`src/rtl/vga_timing_gen.sv`:
```
// Parametrised VGA timing generator: sync/blank/coordinates, event pulses and a
// frame counter, with an optional delay line on HS/VS/blank_n for pipeline matching.
module vga_timing_gen #(
  parameter int H_ACTIVE = 640,
  parameter int H_FRONT  = 16,
  parameter int H_SYNC   = 96,
  parameter int H_BACK   = 48,
  parameter int V_ACTIVE = 480,
  parameter int V_FRONT  = 11,
  parameter int V_SYNC   = 2,
  parameter int V_BACK   = 32,
  parameter int HS_POL   = 0,
  parameter int VS_POL   = 0,
  parameter int PIPE_LAT = 0,
  parameter int COORD_W  = 11,
  parameter int FRAME_W  = 8
) (
  input  logic               vga_clk,
  input  logic               reset,
  input  logic               pix_ce,
  output logic               HS,
  output logic               VS,
  output logic               blank_n,
  output logic [COORD_W-1:0] pixelX,
  output logic [COORD_W-1:0] pixelY,
  output logic               line_start,
  output logic               frame_start,
  output logic               vblank_start,
  output logic [FRAME_W-1:0] frame_cnt
);

  localparam int H_TOTAL = H_SYNC + H_BACK + H_ACTIVE + H_FRONT;
  localparam int V_TOTAL = V_SYNC + V_BACK + V_ACTIVE + V_FRONT;

  localparam logic [COORD_W-1:0] H_LAST      = COORD_W'(H_TOTAL - 1);
  localparam logic [COORD_W-1:0] V_LAST      = COORD_W'(V_TOTAL - 1);
  localparam logic [COORD_W-1:0] H_SYNC_END  = COORD_W'(H_SYNC);
  localparam logic [COORD_W-1:0] V_SYNC_END  = COORD_W'(V_SYNC);
  localparam logic [COORD_W-1:0] H_ACT_START = COORD_W'(H_SYNC + H_BACK);
  localparam logic [COORD_W-1:0] V_ACT_START = COORD_W'(V_SYNC + V_BACK);
  localparam logic [COORD_W-1:0] H_ACT_END   = COORD_W'(H_TOTAL - H_FRONT);
  localparam logic [COORD_W-1:0] V_ACT_END   = COORD_W'(V_TOTAL - V_FRONT);
  localparam logic [COORD_W-1:0] V_VBLANK    = COORD_W'(V_SYNC + V_BACK + V_ACTIVE);

  localparam logic HS_ACT = (HS_POL != 0);
  localparam logic VS_ACT = (VS_POL != 0);

  logic [COORD_W-1:0] h_cnt;
  logic [COORD_W-1:0] v_cnt;
  logic [FRAME_W-1:0] frame_q;

  // Raster counters; everything freezes while pix_ce is low.
  always_ff @(posedge vga_clk) begin
    if (reset) begin
      h_cnt   <= '0;
      v_cnt   <= '0;
      frame_q <= '0;
    end else if (pix_ce) begin
      if (h_cnt == H_LAST) begin
        h_cnt <= '0;
        if (v_cnt == V_LAST) begin
          v_cnt   <= '0;
          frame_q <= frame_q + 1'b1;
        end else begin
          v_cnt <= v_cnt + 1'b1;
        end
      end else begin
        h_cnt <= h_cnt + 1'b1;
      end
    end
  end

  logic               hsync_d;
  logic               vsync_d;
  logic               h_act;
  logic               v_act;
  logic               vis_d;
  logic [COORD_W-1:0] px_d;
  logic [COORD_W-1:0] py_d;
  logic               line_start_d;
  logic               frame_start_d;
  logic               vblank_start_d;

  always_comb begin
    hsync_d        = (h_cnt < H_SYNC_END);
    vsync_d        = (v_cnt < V_SYNC_END);
    h_act          = (h_cnt >= H_ACT_START) && (h_cnt < H_ACT_END);
    v_act          = (v_cnt >= V_ACT_START) && (v_cnt < V_ACT_END);
    vis_d          = h_act && v_act;
    px_d           = '0;
    py_d           = '0;
    if (vis_d) begin
      px_d = h_cnt - H_ACT_START;
      py_d = v_cnt - V_ACT_START;
    end
    // Gating with pix_ce keeps each pulse one clock wide under a divided enable.
    line_start_d   = pix_ce && vis_d && (h_cnt == H_ACT_START);
    frame_start_d  = line_start_d && (v_cnt == V_ACT_START);
    vblank_start_d = pix_ce && (h_cnt == '0) && (v_cnt == V_VBLANK);
  end

  // Stage 0: bit order {hsync, vsync, visible}, stored as "active" flags.
  logic [2:0] sync_s0;

  always_ff @(posedge vga_clk) begin
    if (reset) begin
      sync_s0      <= '0;
      pixelX       <= '0;
      pixelY       <= '0;
      line_start   <= 1'b0;
      frame_start  <= 1'b0;
      vblank_start <= 1'b0;
      frame_cnt    <= '0;
    end else begin
      sync_s0      <= {hsync_d, vsync_d, vis_d};
      pixelX       <= px_d;
      pixelY       <= py_d;
      line_start   <= line_start_d;
      frame_start  <= frame_start_d;
      vblank_start <= vblank_start_d;
      frame_cnt    <= frame_q;
    end
  end

  logic [2:0] sync_tail;

  generate
    if (PIPE_LAT == 0) begin : g_no_delay
      assign sync_tail = sync_s0;
    end else begin : g_delay
      logic [2:0] dly [PIPE_LAT];

      // Shifts every clock independent of pix_ce so latency is in vga_clk cycles.
      always_ff @(posedge vga_clk) begin
        if (reset) begin
          for (int i = 0; i < PIPE_LAT; i++) dly[i] <= '0;
        end else begin
          dly[0] <= sync_s0;
          for (int i = 1; i < PIPE_LAT; i++) dly[i] <= dly[i-1];
        end
      end

      assign sync_tail = dly[PIPE_LAT-1];
    end
  endgenerate

  assign HS      = sync_tail[2] ? HS_ACT : !HS_ACT;
  assign VS      = sync_tail[1] ? VS_ACT : !VS_ACT;
  assign blank_n = sync_tail[0];

endmodule

```
`config.mk`:
```
export PLATFORM = sky130hd
export DESIGN_NAME = vga_timing_gen
export DESIGN_NICKNAME = d
export VERILOG_FILES = /design/src/rtl/vga_timing_gen.sv
export SDC_FILE = /design/constraint.sdc
export NUM_CORES = 1
export LEC_CHECK = 0
export CAP_MARGIN = 20
export CELL_PAD_IN_SITES_DETAIL_PLACEMENT = 0
export CELL_PAD_IN_SITES_GLOBAL_PLACEMENT = 1
export CORE_AREA = 3 3 103 105
export DETAILED_ROUTE_END_ITERATION = 12
export DIE_AREA = 0 0 106 108
export PLACE_DENSITY = 0.63
export SYNTH_ARGS = -nofsm -noshare
export SYNTH_HDL_FRONTEND = slang
export SYNTH_SLANG_ARGS = --single-unit
```
`constraint.sdc`:
```
create_clock -name vga_clk -period 5 [get_ports vga_clk]
set_clock_uncertainty 0.15 [all_clocks]
set_input_delay 0.75 -clock vga_clk [delete_from_list [all_inputs] [get_ports vga_clk]]
set_output_delay 0.75 -clock vga_clk [all_outputs]
set_load 0.02 [all_outputs]
```
==> flow_summary.json, run 1 <==
{
  "drt-vias-per-instance": 4.72,
  "drive_above_1_share_pct": 7.39,
  "gp_congestion": 0.792,
  "ys_ff_latch": 66,
  "hold_viol": 0,
  "setup-tns-final_ns": 0,
  "drt_iter0_markers": 85,
  "async_flop_share_pct": 0,
  "drv_cap": 0,
  "slew_headroom_pct": 29.0,
  "ys_types": 47,
  "crit_chain": "clkdlybuf4s50_1, nor4_1, nand3_1, or4b_2, nor4_1",
  "antennaDiodeCount": 0,
  "fin_crit_sh_pct": 61.4,
  "wire_per_inst_um": 13.8,
  "cts_tree": "yes",
  "synth-edff-count": 0,
  "vdd_drop_max_mv": 0.120,
  "fillerInstances": 1026,
  "status": "complete, no violations",
  "wl_um": 6690,
  "synth_area_leaders": "dfxtp_1 (45%), ha_1 (5.2%), xnor2_1 (5.1%), nor3_1 (4.5%), nor2_1 (3.1%)",
  "crit_buf_inv": 1,
  "ys_seq_area_share_pct": 45.4,
  "worstSkewPairLatency_ns": 0.34,
  "crit_arrival_ns": 3.17,
  "p_leak_uw": 0.00121,
  "setup_viol": 0,
  "portBuffers": 38,
  "track_usage_pct": 12.5,
  "cp_data_required_time_ns": 5.10,
  "syn_area_um2": 2910,
  "clock-sinks": 66,
  "nNetsFinal": 362,
  "worst_pin_slew_ns": 1.06,
  "synth_top_area_share_pct": 45.4,
  "finalMaxSlewViolations": 0,
  "crit_top_cell": "nor4_1",
  "ys.flop_type": "dfxtp_1",
  "cts_buffers": 9,
  "die_h_um": 108,
  "avgSynthCellArea_um2": 9.06,
  "path_clk_slew_ns": 0.07,
  "rsz0062_at_grt": "false",
  "area_growth_pct": 21.8,
  "ant_nets": 0,
  "postCtsHoldBufs": 0,
  "vias": 2288,
  "grt_pass1_wl_um": 11200,
  "critPathLaunchType": "input port",
  "min_path_type": "reg2reg",
  "rows": 36,
  "cp-end-kind": "flip-flop",
  "fmax_mhz": 326,
  "worstPathMaxFanout": 21,
  "io_pins": 39,
  "yosys.area.top_type": "dfxtp_1",
  "cp_top_family": "simple AND/OR/NAND/NOR gates",
  "hpwl_um": 4650,
  "core_region_area_um2": 9730,
  "dieArea_um2": 11400,
  "die_x_um": 106,
  "cts_root_buf": "clkbuf_8",
  "ctsHtreeMaxLevel": 3,
  "crit_type": "in2reg",
  "grt_pass1_vias": 2217,
  "drcViolationCount": 0,
  "ys.warnings.count": 0,
  "start_util_pct": 29.9,
  "cp_slowest_cell": "clkdlybuf4s50_1",
  "synth_cells": 321,
  "cts_buffer_depth": 2,
  "power_uw": 992,
  "grt.overflow.total": 0,
  "cts_resized": 0,
  "power.density_nw_per_um2": 280,
  "grt_max_degree": 24,
  "post-route-min-period_ns": 3.07,
  "syn_nets": 336,
  "postCtsSetupBuffers": 0,
  "firstDrtPassIters": 4,
  "antenna_found_initial": 0,
  "slowest_delay_ns": 0.84
}
metrics by stage:
step                      hold WS [ns]  worst slack, ns  std cells  area (um2)  utilization (%)
after floorplan                  0.297             2.57        321        2910                -
after global placement           0.307             1.73        469        3350             34.4
after detailed placement         0.319             1.56        469        3350             34.4
after CTS                        0.336             1.92        485        3540             36.4
after global routing             0.371             1.73        485        3540             36.4
final                            0.335             1.93        485        3540             36.4
flip-flops by register name, summed over array words and instances (netlist names):
| name | cells |
|---|---|
| frame_q | 8 |
| pixelX | 11 |
| frame_start | 1 |
| sync_s0 | 3 |
| frame_cnt | 8 |
| line_start | 1 |
| h_cnt | 11 |
| vblank_start | 1 |
| v_cnt | 11 |
| pixelY | 11 |
cells by family (layout without fill, tap and decap cells):
| group | after synthesis | after routing | share of synthesized area, % |
|---|---|---|---|
| buffers and inverters | 36 | 67 | 5.59 |
| AOI/OAI and AO/OA | 36 | 36 | 7.66 |
| DFF | 66 | 66 | 45.4 |
| xor gates and xnor gates | 24 | 24 | 7.23 |
| muxes | 4 | 4 | 1.51 |
| adders and majority gates | 12 | 12 | 5.16 |
| and+or+nand+nor | 143 | 143 | 27.4 |
placed cells by master, fill, tap and decap left out, drive strengths merged, types with 5 or more instances in the layout:
cell type,n
nor2,24
clkbuf,9
nand3,12
dfxtp,66
ha,12
or4,6
xnor2,17
o31ai,5
clkdlybuf4s50,38
or3,5
o21ai,8
nor3,26
nand2,18
a21oi,14
nor4,8
xor2,7
inv,13
nand4,8
nor2b,11
power by group:
group	internal (uW)	switching, uW
Clock	228	212
Sequential	528	2.64
Combinational	8.01	13.7
Total	764	228
synth_stat cells, drive strengths merged (2+ instances only):
| cell type | count |
|---|---|
| nor2 | 24 |
| a211oi | 2 |
| mux2 | 3 |
| and3 | 4 |
| nor4 | 8 |
| nand4 | 8 |
| a21oi | 14 |
| ha | 12 |
| buf | 10 |
| nor4b | 3 |
| o31ai | 5 |
| or3 | 5 |
| inv | 13 |
| clkbuf | 13 |
| nor3b | 2 |
| nand2b | 2 |
| or4 | 6 |
| nand2 | 18 |
| xor2 | 7 |
| and2 | 3 |
| dfxtp | 66 |
| nor3 | 26 |
| nor2b | 11 |
| nand4b | 3 |
| nand3 | 12 |
| o21ai | 8 |
| xnor2 | 17 |
final timing paths:
path,slack (ns),end,cells after the start,start
worst max-delay path,1.93,vblank_start,5,reset
worst min register to register,0.33,frame_cnt[7],1,frame_q[7]
worst max register to register,2.23,pixelX[7],6,v_cnt[1]
worst min-delay path,0.33,frame_cnt[7],1,frame_q[7]
metal layers:
metal | wire [um] | vias to the layer above | track usage, %
li1 | - | 1172 | -
met4 | 108 | 0 | 4.16
met1 | 3300 | 1070 | 16.4
met3 | 223 | 9 | 4.36
met5 | 0 | - | 0
met2 | 3060 | 37 | 19.3
cell type report:
cell class,count,area [um2],share of cell area [%]
inverters,13,48.8,1.38
clock buffers,9,124,3.50
clock inverters,7,70.1,1.98
well taps,133,166,4.70
multi-input cells,219,1430,40.4
repair buffers,38,380,10.7
flip-flops and latches,66,1320,37.3
No activity file was read; power rests on OpenSTA's default activity.
==> run 2: changes to the inputs <==
--- a/config.mk
+++ b/config.mk
@@ -11,7 +11,7 @@
 export CORE_AREA = 3 3 103 105
 export DETAILED_ROUTE_END_ITERATION = 12
 export DIE_AREA = 0 0 106 108
-export PLACE_DENSITY = 0.63
+export PLACE_DENSITY = 0.66
 export SYNTH_ARGS = -nofsm -noshare
 export SYNTH_HDL_FRONTEND = slang
 export SYNTH_SLANG_ARGS = --single-unit
==> constraint.sdc (replaced) <==
create_clock -name vga_clk -period 2.5 [get_ports vga_clk]
set_clock_uncertainty 0.15 [all_clocks]
set_input_delay 0.375 -clock vga_clk [delete_from_list [all_inputs] [get_ports vga_clk]]
set_output_delay 0.375 -clock vga_clk [all_outputs]
set_load 0.02 [all_outputs]
==> flow_summary.json, run 2 (synthesis results as in run 1) <==
{
  "drt_iter0_markers": 151,
  "wl_um": 6730,
  "ant_nets": 0,
  "io_pins": 39,
  "gp_congestion": 0.769,
  "cp_slowest_cell": "or4b_2",
  "mostFrequentLayoutCells": "dfxtp_1 (66), clkdlybuf4s50_1 (38), nor3_1 (26)",
  "core_region_area_um2": 9730,
  "cts_tree": "yes",
  "power.density_nw_per_um2": 548,
  "cp_top_family": "simple AND/OR/NAND/NOR gates",
  "finalMaxSlewViolations": 0,
  "rows": 36,
  "path_clk_slew_ns": 0.08,
  "firstDrtPassIters": 4,
  "portBuffers": 38,
  "clock-sinks": 66,
  "track_usage_pct": 12.8,
  "crit_buf_inv": 1,
  "drt-vias-per-instance": 4.69,
  "antennaDiodeCount": 0,
  "cts_buffers": 9,
  "min_path_type": "reg2reg",
  "vias": 2379,
  "ctsHtreeMaxLevel": 3,
  "p_leak_uw": 0.00134,
  "slew_headroom_pct": 59.4,
  "die_x_um": 106,
  "hold_viol": 0,
  "vdd_drop_max_mv": 0.322,
  "rsz0062_at_grt": "false",
  "dieArea_um2": 11400,
  "postCtsHoldBufs": 0,
  "cts_resized": 0,
  "worst_pin_slew_ns": 0.602,
  "slowest_delay_ns": 0.67,
  "nNetsFinal": 384,
  "setup-tns-final_ns": 0,
  "die_h_um": 108,
  "start_util_pct": 29.9,
  "power_uw": 2030,
  "drive_above_1_share_pct": 12.6,
  "worstSkewPairLatency_ns": 0.34,
  "mostFrequentLayoutCell": "dfxtp_1",
  "cp-end-kind": "flip-flop",
  "wire_per_inst_um": 13.3,
  "cts_buffer_depth": 2,
  "fin_crit_sh_pct": 89.1,
  "postCtsSetupBuffers": 0,
  "antenna_found_initial": 0,
  "crit_arrival_ns": 2.31,
  "grt_max_degree": 23,
  "post-route-min-period_ns": 2.23,
  "crit_chain": "nor4_1, buf_4, nand3_1, or4b_2, nor3_1",
  "crit_type": "reg2reg",
  "fmax_mhz": 449,
  "status": "complete, no violations",
  "cts_root_buf": "clkbuf_8",
  "setup_viol": 0,
  "drv_cap": 0,
  "grt.overflow.total": 0,
  "area_growth_pct": 27.6,
  "cp_data_required_time_ns": 2.58,
  "critPathLaunchType": "flip-flop",
  "drcViolationCount": 0,
  "worstPathMaxFanout": 11,
  "hpwl_um": 4850,
  "grt_pass1_wl_um": 11600,
  "grt_pass1_vias": 2363
}
run 2: changes by cell type in the layout (fill, tap and decap cells not counted), sizes merged:
cell      delta
clkinv       +3
clkbuf       +1
clkinvlp     -4
buf         +22
run 2: power breakdown:
| part | switching [uW] | internal, uW | total [uW] |
|---|---|---|---|
| combinational | 28.4 | 19.1 | 47.6 |
| clock | 434 | 489 | 924 |
| sequential | 5.88 | 1060 | 1060 |
run 2: metal layers:
metal / share of wire [%] / track usage, % / vias up
li1: - / - / 1220
met1: 51 / 17.9 / 1098
met2: 42 / 18.9 / 54
met3: 5.6 / 4.00 / 7
met4: 1.3 / 3.89 / 0
met5: 0 / 0 / -
run 2: worst paths after layout:
kind	start	to	slack, ns	depth (start not counted)
min	frame_q[7]	frame_q[7]	0.34	2
max reg2reg	h_cnt[8]	frame_start	0.27	5
max	h_cnt[8]	frame_start	0.27	5
min reg2reg	frame_q[7]	frame_q[7]	0.34	2
run 2: layout make-up:
class / count / area, um2
fillers: 1030 / 6020
flip-flops and latches: 66 / 1320
clock buffers: 10 / 138
multi-input cells: 219 / 1430
repair buffers: 60 / 546
clock inverters: 6 / 66.3
well taps: 133 / 166
inverters: 13 / 48.8
run 2: worst reg2reg max path: cells and delay by family (launching register included):
kind,cells,cell delay [ns]
buffers and inverters,1,0.16
DFF,1,0.44
and+or+nand+nor,4,1.37
run 2: through the flow:
| step | utilization, % | hold WS, ns | cells | cell area [um2] | worst slack [ns] |
|---|---|---|---|---|---|
| finish | 38.1 | 0.338 | 507 | 3710 | 0.272 |
| global route | 38.1 | 0.374 | 507 | 3710 | 0.0568 |
| CTS | 38.1 | 0.338 | 507 | 3710 | 0.259 |
| detailed placement | 36.0 | 0.326 | 491 | 3510 | 0.0664 |
| global placement | 36.0 | 0.319 | 491 | 3510 | 0.0763 |
| floorplan | - | 0.297 | 321 | 2910 | 0.232 |
==> run 3: changes to the inputs <==
--- a/config.mk
+++ b/config.mk
@@ -8,10 +8,11 @@
 export CAP_MARGIN = 20
 export CELL_PAD_IN_SITES_DETAIL_PLACEMENT = 0
 export CELL_PAD_IN_SITES_GLOBAL_PLACEMENT = 1
-export CORE_AREA = 3 3 103 105
+export CORE_AREA = 3 3 93 95
 export DETAILED_ROUTE_END_ITERATION = 12
-export DIE_AREA = 0 0 106 108
-export PLACE_DENSITY = 0.66
+export DIE_AREA = 0 0 96 98
+export HOLD_SLACK_MARGIN = 0.15
+export PLACE_DENSITY = 0.77
 export SYNTH_ARGS = -nofsm -noshare
 export SYNTH_HDL_FRONTEND = slang
 export SYNTH_SLANG_ARGS = --single-unit
==> flow_summary.json, run 3 (synthesis results as in run 1) <==
{
  "setup_viol": 0,
  "wl_met3_um": 203,
  "internal_power_uw": 1740,
  "hold_viol": 0,
  "fin_crit_sh_pct": 92.4,
  "start_util_pct": 37.3,
  "core_region_area_um2": 7810,
  "cts_tree": "yes",
  "postCtsSetupBuffers": 0,
  "worstSkewPairLatency_ns": 0.34,
  "drv_cap": 0,
  "cp-end-kind": "flip-flop",
  "nNetsFinal": 385,
  "clock-sinks": 66,
  "grt_pass1_vias": 2263,
  "power.density_nw_per_um2": 589,
  "mostFrequentLayoutCell": "dfxtp_1",
  "p_clk_share_pct": 49.4,
  "worst_pin_slew_ns": 0.582,
  "status": "complete, no violations",
  "io_pins": 39,
  "cts_buffer_depth": 2,
  "grt.overflow.total": 0,
  "critPathLaunchType": "flip-flop",
  "route.met2.wl_um": 3040,
  "die_h_um": 98,
  "wl_um": 6510,
  "hold_ws_ns": 0.336,
  "gp_congestion": 0.885,
  "crit_type": "reg2reg",
  "die_x_um": 96,
  "rows": 32,
  "drive_above_1_share_pct": 12.5,
  "crit_arrival_ns": 2.43,
  "drcViolationCount": 0,
  "antennaDiodeCount": 0,
  "p_leak_uw": 0.00136,
  "place_area_um2": 3490,
  "cts_buffers": 9,
  "fillerInstances": 788,
  "area_growth_pct": 28.3,
  "rsz0062_at_grt": "false",
  "portBuffers": 38,
  "path_clk_slew_ns": 0.08,
  "ant_nets": 0,
  "cts_resized": 0,
  "hpwl_um": 4700,
  "pwr-share-seq_pct": 48.3,
  "firstDrtPassIters": 4,
  "min_path_type": "reg2reg",
  "track_usage_pct": 14.8,
  "p_sw_share_pct": 20.7,
  "antenna_found_initial": 0,
  "vias": 2415,
  "p_comb_share_pct": 2.4,
  "numPlacedInstances": 461,
  "netSwitchingPower_uw": 455,
  "ctsHtreeMaxLevel": 3,
  "post-route-min-period_ns": 2.31,
  "highest_layer": "met4",
  "power_uw": 2200,
  "final_cells": 477,
  "worstPathMaxFanout": 12,
  "postCtsHoldBufs": 0,
  "wl_met1_um": 3120,
  "slew_headroom_pct": 60.7,
  "cts_root_buf": "clkbuf_8",
  "mostFrequentLayoutCells": "dfxtp_1 (66), clkdlybuf4s50_1 (38), nor3_1 (26)",
  "wire_per_inst_um": 13.7,
  "utilization_pct": 47.8,
  "drt-vias-per-instance": 5.06,
  "dieArea_um2": 9410,
  "finalMaxSlewViolations": 0,
  "drt_iter0_markers": 110,
  "cp_data_required_time_ns": 2.62,
  "vdd_drop_max_mv": 0.280,
  "grt_max_degree": 23,
  "finish.instance_area_um2": 3730,
  "grt_pass1_wl_um": 11000,
  "fmax_mhz": 433
}
-- run 3: area by class of cell --
| class | count | area [um2] | share of cell area, % |
|---|---|---|---|
| clock buffer | 10 | 128 | 3.42 |
| inverter | 13 | 48.8 | 1.31 |
| tap | 102 | 128 | 3.42 |
| sequential | 66 | 1320 | 35.4 |
| clock inverter | 6 | 115 | 3.09 |
| timing repair buffer | 61 | 566 | 15.2 |
| multi-input combinational | 219 | 1430 | 38.2 |
-- run 3: final timing paths --
kind	from	to	slack, ns	cells after the start
worst max register to register	h_cnt[0]	v_cnt[10]	0.19	5
worst max-delay path	h_cnt[0]	v_cnt[10]	0.19	5
worst min register to register	frame_q[7]	frame_cnt[7]	0.34	1
worst min-delay path	frame_q[7]	frame_cnt[7]	0.34	1
-- run 3: power groups by stage --
stage          Combinational, uW  Clock, uW  Sequential, uW
2_1_floorplan               29.4          0            1080
3_3_place_gp                51.4          0            1090
3_5_place_dp                52.0          0            1090
4_1_cts                     52.2       1110            1060
5_1_grt                     57.7       1160            1060
6_report                    51.7       1090            1060
-- run 3: critical path, stage by stage, from the launching register on --
cell	delay, ns
dfxtp_1	0.42
ha_1	0.22
nand4_1	0.15
or3_1	0.58
or4_1	0.55
a21oi_1	0.16
-- run 3: metrics by stage --
step                TNS (ns)  setup WS [ns]
detailed placement    -0.124        -0.0376
global placement     -0.0316        -0.0176
floorplan                  0          0.232
finish                     0          0.190
CTS                        0          0.181
global route               0         0.0410
-- run 3: routing by layer --
layer  GRT usage, %  vias to the layer above
met1           19.7                     1143
met4           7.77                        0
met2           22.3                       42
met5              0                        -
met3           3.16                       13
li1               -                     1217
